[src/rtl/ktane_wire_pkg.sv]
// Shared definitions for the wire sense scanner and the wire memory read decoder.
package ktane_wire_pkg;

  localparam int unsigned NUM_CH     = 6;
  localparam int unsigned VAL_WIDTH  = 7;
  localparam int unsigned CUT_THRESH = 10;
  localparam int unsigned CH_W       = 3;

  typedef enum logic [2:0] {
    S_IDLE   = 3'd0,
    S_SETTLE = 3'd1,
    S_START  = 3'd2,
    S_WAIT   = 3'd3,
    S_NEXT   = 3'd4
  } scan_state_e;

  // Bit offset of a channel's slot inside the packed wire_val vector.
  function automatic int unsigned slot_off(input int unsigned ch, input int unsigned width);
    return ch * width;
  endfunction

endpackage

[src/rtl/wire_scan_ctrl_if.sv]
// ADC reader handshake: channel select and start from the sequencer, done and result back.
interface wire_scan_ctrl_if #(
  parameter int unsigned VW = ktane_wire_pkg::VAL_WIDTH
) ();

  logic [ktane_wire_pkg::CH_W-1:0] adc_pin;
  logic                            adc_start;
  logic                            adc_done;
  logic [VW-1:0]                   adc_val;

  modport master (
    output adc_pin,
    output adc_start,
    input  adc_done,
    input  adc_val
  );

  modport slave (
    input  adc_pin,
    input  adc_start,
    output adc_done,
    output adc_val
  );

endinterface

[src/rtl/wire_cut_det.sv]
// Per-wire cut detector: saturating count of consecutive low samples and a sticky cut flag.
module wire_cut_det #(
  parameter int unsigned VAL_WIDTH  = ktane_wire_pkg::VAL_WIDTH,
  parameter int unsigned CUT_THRESH = ktane_wire_pkg::CUT_THRESH,
  parameter int unsigned CUT_COUNT  = 3
) (
  input  logic                 clk,
  input  logic                 rst_n,
  input  logic                 sample_en,
  input  logic [VAL_WIDTH-1:0] sample_val,
  output logic                 cut
);

  localparam int unsigned LC_W = $clog2(CUT_COUNT + 1);

  logic [LC_W-1:0] low_q;
  logic [LC_W-1:0] low_d;
  logic            cut_q;
  logic            low_c;

  assign low_c = (sample_val < VAL_WIDTH'(CUT_THRESH));

  // Once cut, a healthy reading no longer clears the count; the flag is sticky anyway.
  always_comb begin
    low_d = low_q;
    if (sample_en) begin
      if (low_c) begin
        if (low_q != LC_W'(CUT_COUNT)) low_d = low_q + LC_W'(1);
      end else if (!cut_q) begin
        low_d = '0;
      end
    end
  end

  always_ff @(posedge clk or negedge rst_n) begin
    if (!rst_n) begin
      low_q <= '0;
      cut_q <= 1'b0;
    end else begin
      low_q <= low_d;
      cut_q <= cut_q | (low_d == LC_W'(CUT_COUNT));
    end
  end

  assign cut = cut_q;

endmodule

[src/rtl/wire_scan_ctrl.sv]
// Round-robin wire sense sequencer: settle/start/wait handshake per channel, result
// storage, cut detection and conversion timeout flag.
module wire_scan_ctrl #(
  parameter int unsigned NUM_CH         = ktane_wire_pkg::NUM_CH,
  parameter int unsigned VAL_WIDTH      = ktane_wire_pkg::VAL_WIDTH,
  parameter int unsigned SETTLE_CYCLES  = 16,
  parameter int unsigned TIMEOUT_CYCLES = 1024,
  parameter int unsigned CUT_THRESH     = ktane_wire_pkg::CUT_THRESH,
  parameter int unsigned CUT_COUNT      = 3
) (
  input  logic                        clk,
  input  logic                        rst_n,
  input  logic                        en,
  wire_scan_ctrl_if.master            adc,
  output logic [NUM_CH*VAL_WIDTH-1:0] wire_val,
  output logic [NUM_CH-1:0]           val_valid,
  output logic [NUM_CH-1:0]           wire_cut,
  output logic                        scan_done,
  output logic                        timeout_err,
  input  logic                        err_clr
);

  import ktane_wire_pkg::*;

  localparam int unsigned CNT_MAX = (TIMEOUT_CYCLES > SETTLE_CYCLES) ? TIMEOUT_CYCLES
                                                                     : SETTLE_CYCLES;
  localparam int unsigned CNT_W   = $clog2(CNT_MAX);
  localparam logic [CH_W-1:0] LAST_CH = CH_W'(NUM_CH - 1);

  scan_state_e     state_q;
  logic [CH_W-1:0] ch_q;
  logic [CNT_W-1:0] cnt_q;
  logic            timeout_q;

  logic [VAL_WIDTH-1:0] val_q [NUM_CH];
  logic [NUM_CH-1:0]    valid_q;

  logic done_acc_c;
  logic to_hit_c;

  assign done_acc_c = (state_q == S_WAIT) && adc.adc_done;
  assign to_hit_c   = (state_q == S_WAIT) && !adc.adc_done
                      && (cnt_q == CNT_W'(TIMEOUT_CYCLES - 1));

  // Sequencer; cnt_q is shared between settle timing and the conversion watchdog.
  always_ff @(posedge clk or negedge rst_n) begin
    if (!rst_n) begin
      state_q   <= S_IDLE;
      ch_q      <= '0;
      cnt_q     <= '0;
      timeout_q <= 1'b0;
    end else begin
      if (to_hit_c)     timeout_q <= 1'b1;
      else if (err_clr) timeout_q <= 1'b0;

      case (state_q)
        S_IDLE: begin
          cnt_q <= '0;
          if (en) state_q <= S_SETTLE;
        end
        S_SETTLE: begin
          if (cnt_q == CNT_W'(SETTLE_CYCLES - 1)) begin
            cnt_q   <= '0;
            state_q <= S_START;
          end else begin
            cnt_q <= cnt_q + CNT_W'(1);
          end
        end
        S_START: begin
          cnt_q   <= '0;
          state_q <= S_WAIT;
        end
        S_WAIT: begin
          if (done_acc_c || to_hit_c) state_q <= S_NEXT;
          else                        cnt_q   <= cnt_q + CNT_W'(1);
        end
        S_NEXT: begin
          cnt_q   <= '0;
          ch_q    <= (ch_q == LAST_CH) ? '0 : ch_q + CH_W'(1);
          state_q <= en ? S_SETTLE : S_IDLE;
        end
        default: begin
          cnt_q   <= '0;
          state_q <= S_IDLE;
        end
      endcase
    end
  end

  // Latest reading per channel, written only by a done accepted in WAIT.
  always_ff @(posedge clk or negedge rst_n) begin
    if (!rst_n) begin
      for (int i = 0; i < int'(NUM_CH); i++) val_q[i] <= '0;
      valid_q <= '0;
    end else if (done_acc_c) begin
      val_q[ch_q]   <= adc.adc_val;
      valid_q[ch_q] <= 1'b1;
    end
  end

  for (genvar i = 0; i < int'(NUM_CH); i++) begin : g_ch
    logic sample_en_c;

    assign sample_en_c = done_acc_c && (ch_q == CH_W'(i));

    wire_cut_det #(
      .VAL_WIDTH  (VAL_WIDTH),
      .CUT_THRESH (CUT_THRESH),
      .CUT_COUNT  (CUT_COUNT)
    ) u_cut_det (
      .clk        (clk),
      .rst_n      (rst_n),
      .sample_en  (sample_en_c),
      .sample_val (adc.adc_val),
      .cut        (wire_cut[i])
    );

    assign wire_val[slot_off(i, VAL_WIDTH) +: VAL_WIDTH] = val_q[i];
  end

  assign adc.adc_pin   = ch_q;
  assign adc.adc_start = (state_q == S_START);
  assign scan_done     = (state_q == S_NEXT) && (ch_q == LAST_CH);
  assign timeout_err   = timeout_q;
  assign val_valid     = valid_q;

endmodule

[src/flat_wrapper.sv]
// flat-port wrapper written by rule: the top's interface ports become plain ports
module wire_scan_ctrl_flat import ktane_wire_pkg::*;
#(
  parameter int unsigned NUM_CH         = ktane_wire_pkg::NUM_CH,
  parameter int unsigned VAL_WIDTH      = ktane_wire_pkg::VAL_WIDTH,
  parameter int unsigned SETTLE_CYCLES  = 16,
  parameter int unsigned TIMEOUT_CYCLES = 1024,
  parameter int unsigned CUT_THRESH     = ktane_wire_pkg::CUT_THRESH,
  parameter int unsigned CUT_COUNT      = 3
)
  (clk, rst_n, en, wire_val, val_valid, wire_cut, scan_done, timeout_err, err_clr, adc_adc_pin, adc_adc_start, adc_adc_done, adc_adc_val);
  wire_scan_ctrl_if adc_i ();
  input  logic clk;
  input  logic rst_n;
  input  logic en;
  output logic [NUM_CH*VAL_WIDTH-1:0] wire_val;
  output logic [NUM_CH-1:0] val_valid;
  output logic [NUM_CH-1:0] wire_cut;
  output logic scan_done;
  output logic timeout_err;
  input  logic err_clr;
  output wire logic [$bits(adc_i.adc_pin)-1:0] adc_adc_pin;
  output wire logic [$bits(adc_i.adc_start)-1:0] adc_adc_start;
  input wire logic [$bits(adc_i.adc_done)-1:0] adc_adc_done;
  input wire logic [$bits(adc_i.adc_val)-1:0] adc_adc_val;
  assign adc_adc_pin = adc_i.adc_pin;
  assign adc_adc_start = adc_i.adc_start;
  assign adc_i.adc_done = adc_adc_done;
  assign adc_i.adc_val = adc_adc_val;
  wire_scan_ctrl #(.NUM_CH(NUM_CH), .VAL_WIDTH(VAL_WIDTH), .SETTLE_CYCLES(SETTLE_CYCLES), .TIMEOUT_CYCLES(TIMEOUT_CYCLES), .CUT_THRESH(CUT_THRESH), .CUT_COUNT(CUT_COUNT)) u_core (.clk(clk), .rst_n(rst_n), .en(en), .adc(adc_i), .wire_val(wire_val), .val_valid(val_valid), .wire_cut(wire_cut), .scan_done(scan_done), .timeout_err(timeout_err), .err_clr(err_clr));
endmodule
[config.mk]
export PLATFORM = sky130hd
export DESIGN_NAME = wire_scan_ctrl_flat
export DESIGN_NICKNAME = d
export VERILOG_FILES = /design/src/rtl/ktane_wire_pkg.sv /design/src/rtl/wire_scan_ctrl_if.sv /design/src/rtl/wire_cut_det.sv /design/src/rtl/wire_scan_ctrl.sv /design/src/flat_wrapper.sv
export SDC_FILE = /design/constraint.sdc
export NUM_CORES = 1
export LEC_CHECK = 0
export CAP_MARGIN = 15
export CORE_MARGIN = 4
export CORE_UTILIZATION = 55
export CTS_CLUSTER_DIAMETER = 30
export CTS_CLUSTER_SIZE = 24
export DETAILED_ROUTE_END_ITERATION = 16
export PLACE_DENSITY = 0.93
export SYNTH_ARGS = -nofsm -noshare
export SYNTH_HDL_FRONTEND = slang
export SYNTH_SLANG_ARGS = --single-unit
[constraint.sdc]
create_clock -name clk -period 3.9 [get_ports clk]
set_clock_uncertainty 0.05 [all_clocks]
set_input_delay 1.17 -clock clk [delete_from_list [all_inputs] [get_ports clk]]
set_output_delay 1.17 -clock clk [all_outputs]
set_load 0.01 [all_outputs]
==> metrics.cfg <==
[floorplan]
die_h_um=89.67
initial_core_util_pct=57.12
die-width_um=89.67
floorplan.io_pins=72
placeableCoreArea_um2=6422
design.die.area_um2=8041
core.rowCount=29

[grt]
antenna_found_initial=0
grt_util_all_layers_pct=21.62
grt_overflow=0
grt_first_pass_wirelength_um=13170
grt_pass1_vias=2734
grt_start_max_net_pins=84

[synth]
post_synth_fa_ha_maj_area_fraction_pct=0.6821
ys.flop_type=sky130_fd_sc_hd__dfrtp_1
synthTopCellsByCount=83 x sky130_fd_sc_hd__dfrtp_1, 44 x sky130_fd_sc_hd__mux2_2, 21 x sky130_fd_sc_hd__a21oi_1, 16 x sky130_fd_sc_hd__o21ai_0
post_synth_mux_area_share_pct=14.97
synthesized_area_per_cell_um2=12.19
yosys_register_bits=83
synth_top_cell_area_share_pct=56.62
mappedNetlistNets=315
netlist_area_um2=3669
ys_seq_area_share_pct=56.62
dominant_combinational_cell_family_by_area_after_synthesis=multiplexers
synth.lib_cells_used.distinct=47
synth_largest_area_cell=sky130_fd_sc_hd__dfrtp_1
synth_enable_flop_cells=0
yosys-top-cells-area=sky130_fd_sc_hd__dfrtp_1 57%, sky130_fd_sc_hd__mux2_2 14%, sky130_fd_sc_hd__a21oi_1 2.9%, sky130_fd_sc_hd__o21ai_0 2.2%, sky130_fd_sc_hd__nand4b_1 1.4%
post-synth-top-count-cell=sky130_fd_sc_hd__dfrtp_1
post_synthesis_compound_gate_area_fraction_pct=11.66
synth.yosys.warnings=0
synthXorXnorAreaFrac_pct=0.2387
synth_simple_gate_area_share_pct=12.79
synthArstFlopShare_pct=100.0
post_synth_inst_count=301

[final_layout]
antenna_cells_inserted=0
layout.nets=382
design_area_um2=4624
area.growth.synth_to_final_pct=26.06
drive_above_1_share_pct=19.35
n_fill_cell=436

[worst_setup_path]
cp_common_cell=sky130_fd_sc_hd__nor2_1
worst_ep_arrival_time_ps=1890
worstSetupStartpointType=flip-flop
timing.setup.critical_path_class=flip-flop to primary output
worst_setup_path_end_kind=primary output
cpMaxStageDelayCell=sky130_fd_sc_hd__clkdlybuf4s50_1
worstPathRequired_ps=2680
crit_path_cell_trace=nor2_1 -> nand2_1 -> nor2_1 -> clkdlybuf4s50_1
critical-path-max-stage-delay_ps=550
rrSetupSlack_ps=1680
critPathMaxFanout=9

[detailed_routing]
post-route-drc-count=0
wirelength_um=8344
wl_per_cell_um=18.58
ant_nets=0
drt_first_pass_iters=4
vias_after_detailed_routing=2690
routed_via_density=5.991
drt_iter0_drc=219

[run]
maxCapViolations=0

[timing]
final-max-slew-violation-count=0
max_clock_freq_mhz=322.0
grt_setup_unrepaired=no
fin_crit_sh_pct=79.62
tightest_slew_ps=1005
slew_headroom_pct=32.97
tns_ps=0
final-setup-viol-count=0
period_minus_slack_ps=3105
final_hold_violation_count=0

[clocking]
cts_tree=yes
cts_resized=0
ctsHoldBuffers=0
cts_clock_pin_slew_for_the_worst_setup_and_hold_paths_ps=90
worst_skew_late_latency_ps=350
numClockSinks=83
tritoncts.num_buffers=9
cts.root.buffer_cell=sky130_fd_sc_hd__clkbuf_8
clock_tree.buffer_depth=2
cts_post_setup_buffers_inserted=0
htree_levels=3

[min_path]
hold_class=flip-flop to flip-flop

[place]
placement.io_buffers=71
post-dp-hpwl_um=5721
place_area_um2=4410
gp_routability_congestion=0.8308

[power]
total_leakage_power_nw=2.124
ir_drop_uv=289.0
power-per-cell-area_nw_per_um2=464.0

[outcome]
outcome=complete, no violations

## path summary, 6_finish.rpt
| check | end | cells after the start | startpoint |
|---|---|---|---|
| max | scan_done | 4 | u_core.state_q[0]$_DFFE_PN0P_ |
| min | u_core.val_valid[0]$_DFFE_PN0P_ | 1 | u_core.val_valid[0]$_DFFE_PN0P_ |
| max reg2reg | u_core.cnt_q[0]$_DFFE_PN0P_ | 4 | u_core.cnt_q[4]$_DFFE_PN0P_ |
| min reg2reg | u_core.val_valid[0]$_DFFE_PN0P_ | 1 | u_core.val_valid[0]$_DFFE_PN0P_ |
| max in group asynchronous | u_core.wire_val[8]$_DFFE_PN0P_ | 1 | rst_n |
| min in group asynchronous | u_core.cnt_q[8]$_DFFE_PN0P_ | 1 | rst_n |
## layer usage
metal	wire [um]	up-vias	share of wire, %	track usage [%]
met5	0	-	0	0
met4	252	0	3.0	11.10
met3	279	22	3.3	3.741
met2	4251	65	51	34.84
met1	3560	1357	43	28.13
li1	-	1246	-	-
## layout by cell type (no fill, tap or decap), types with 2 or more instances in the layout
cell                              synthesis  final
sky130_fd_sc_hd__or2_2                    3      3
sky130_fd_sc_hd__o21ai_0                 16     16
sky130_fd_sc_hd__nor2b_1                  2      2
sky130_fd_sc_hd__or4_1                    5      5
sky130_fd_sc_hd__mux2_2                  44     44
sky130_fd_sc_hd__and3_1                   6      6
sky130_fd_sc_hd__o31ai_1                  6      6
sky130_fd_sc_hd__a22o_1                   4      4
sky130_fd_sc_hd__nand2b_1                 7      7
sky130_fd_sc_hd__mux2i_1                  2      2
sky130_fd_sc_hd__nand4_1                  4      4
sky130_fd_sc_hd__inv_1                    3      3
sky130_fd_sc_hd__a21o_1                   6      6
sky130_fd_sc_hd__clkdlybuf4s50_1          0     70
sky130_fd_sc_hd__nand3b_1                 2      2
sky130_fd_sc_hd__nand4b_1                 6      6
sky130_fd_sc_hd__nand2_1                 11     11
sky130_fd_sc_hd__mux2_1                   3      3
sky130_fd_sc_hd__a311o_1                  3      3
sky130_fd_sc_hd__ha_1                     2      2
sky130_fd_sc_hd__buf_4                    6      6
sky130_fd_sc_hd__nor2_1                   8      8
sky130_fd_sc_hd__or2b_1                   2      2
sky130_fd_sc_hd__bufinv_16                0      2
sky130_fd_sc_hd__a211o_1                  2      2
sky130_fd_sc_hd__clkbuf_8                 0      9
sky130_fd_sc_hd__nor4_1                   2      2
sky130_fd_sc_hd__dfrtp_1                 83     83
sky130_fd_sc_hd__a21oi_1                 21     21
sky130_fd_sc_hd__nand3_1                  7      7
sky130_fd_sc_hd__nor3_1                   5      5
## area by class of cell
class	instances	area [um2]	area share (%)
Sequential cell	83	2077	44.91
Multi-Input combinational cell	195	1480	32.01
Timing Repair Buffer	76	745.7	16.13
Clock buffer	9	123.9	2.679
Tap cell	77	96.34	2.083
Clock inverter	6	90.09	1.948
Inverter	3	11.26	0.2435
## report_power, final
part | internal, mW | switching [mW] | total (mW)
registers | 0.951 | 0.0867 | 1.04
clock network | 0.359 | 0.316 | 0.676
logic | 0.237 | 0.195 | 0.432
total | 1.55 | 0.599 | 2.15
## flip-flops by register name, indices dropped and copies added, names as in the netlist
name                         count
u_core.val_valid                 6
u_core.g_ch.u_cut_det.low_q     12
u_core.timeout_err               1
u_core.adc.adc_pin               3
u_core.cnt_q                    10
u_core.wire_val                 42
u_core.state_q                   3
u_core.g_ch.u_cut_det.cut        6
## critical path, delay by kind of cell, from the launching register on
family	cells	cell delay, ps
buffers and inverters	1	550
DFF	1	490
and+or+nand+nor	3	480
## metrics by stage
stage / util [%] / setup slack (ps) / instances / power, mW / hold slack, ps
floorplan: - / 1385 / 301 / 1.266 / 416.5
global placement: 68.67 / 571.7 / 434 / 1.466 / 403.0
detailed placement: 68.67 / 458.1 / 434 / 1.487 / 407.0
CTS: 72.00 / 795.7 / 449 / 2.156 / 427.9
global route: 72.00 / 573.0 / 449 / 2.243 / 453.1
finish: 72.00 / 794.9 / 449 / 2.146 / 425.9
## logic make-up (layout without fill, tap and decap cells)
family	after synthesis	in the layout
AO/OA/AOI/OAI	65	65
buffers and inverters	23	94
adder cells (fa/ha/maj)	2	2
flip-flops	83	83
XOR/XNOR	1	1
multiplexers	49	49
AND/OR/NAND/NOR	78	78
(Power assumes the default switching activity.)
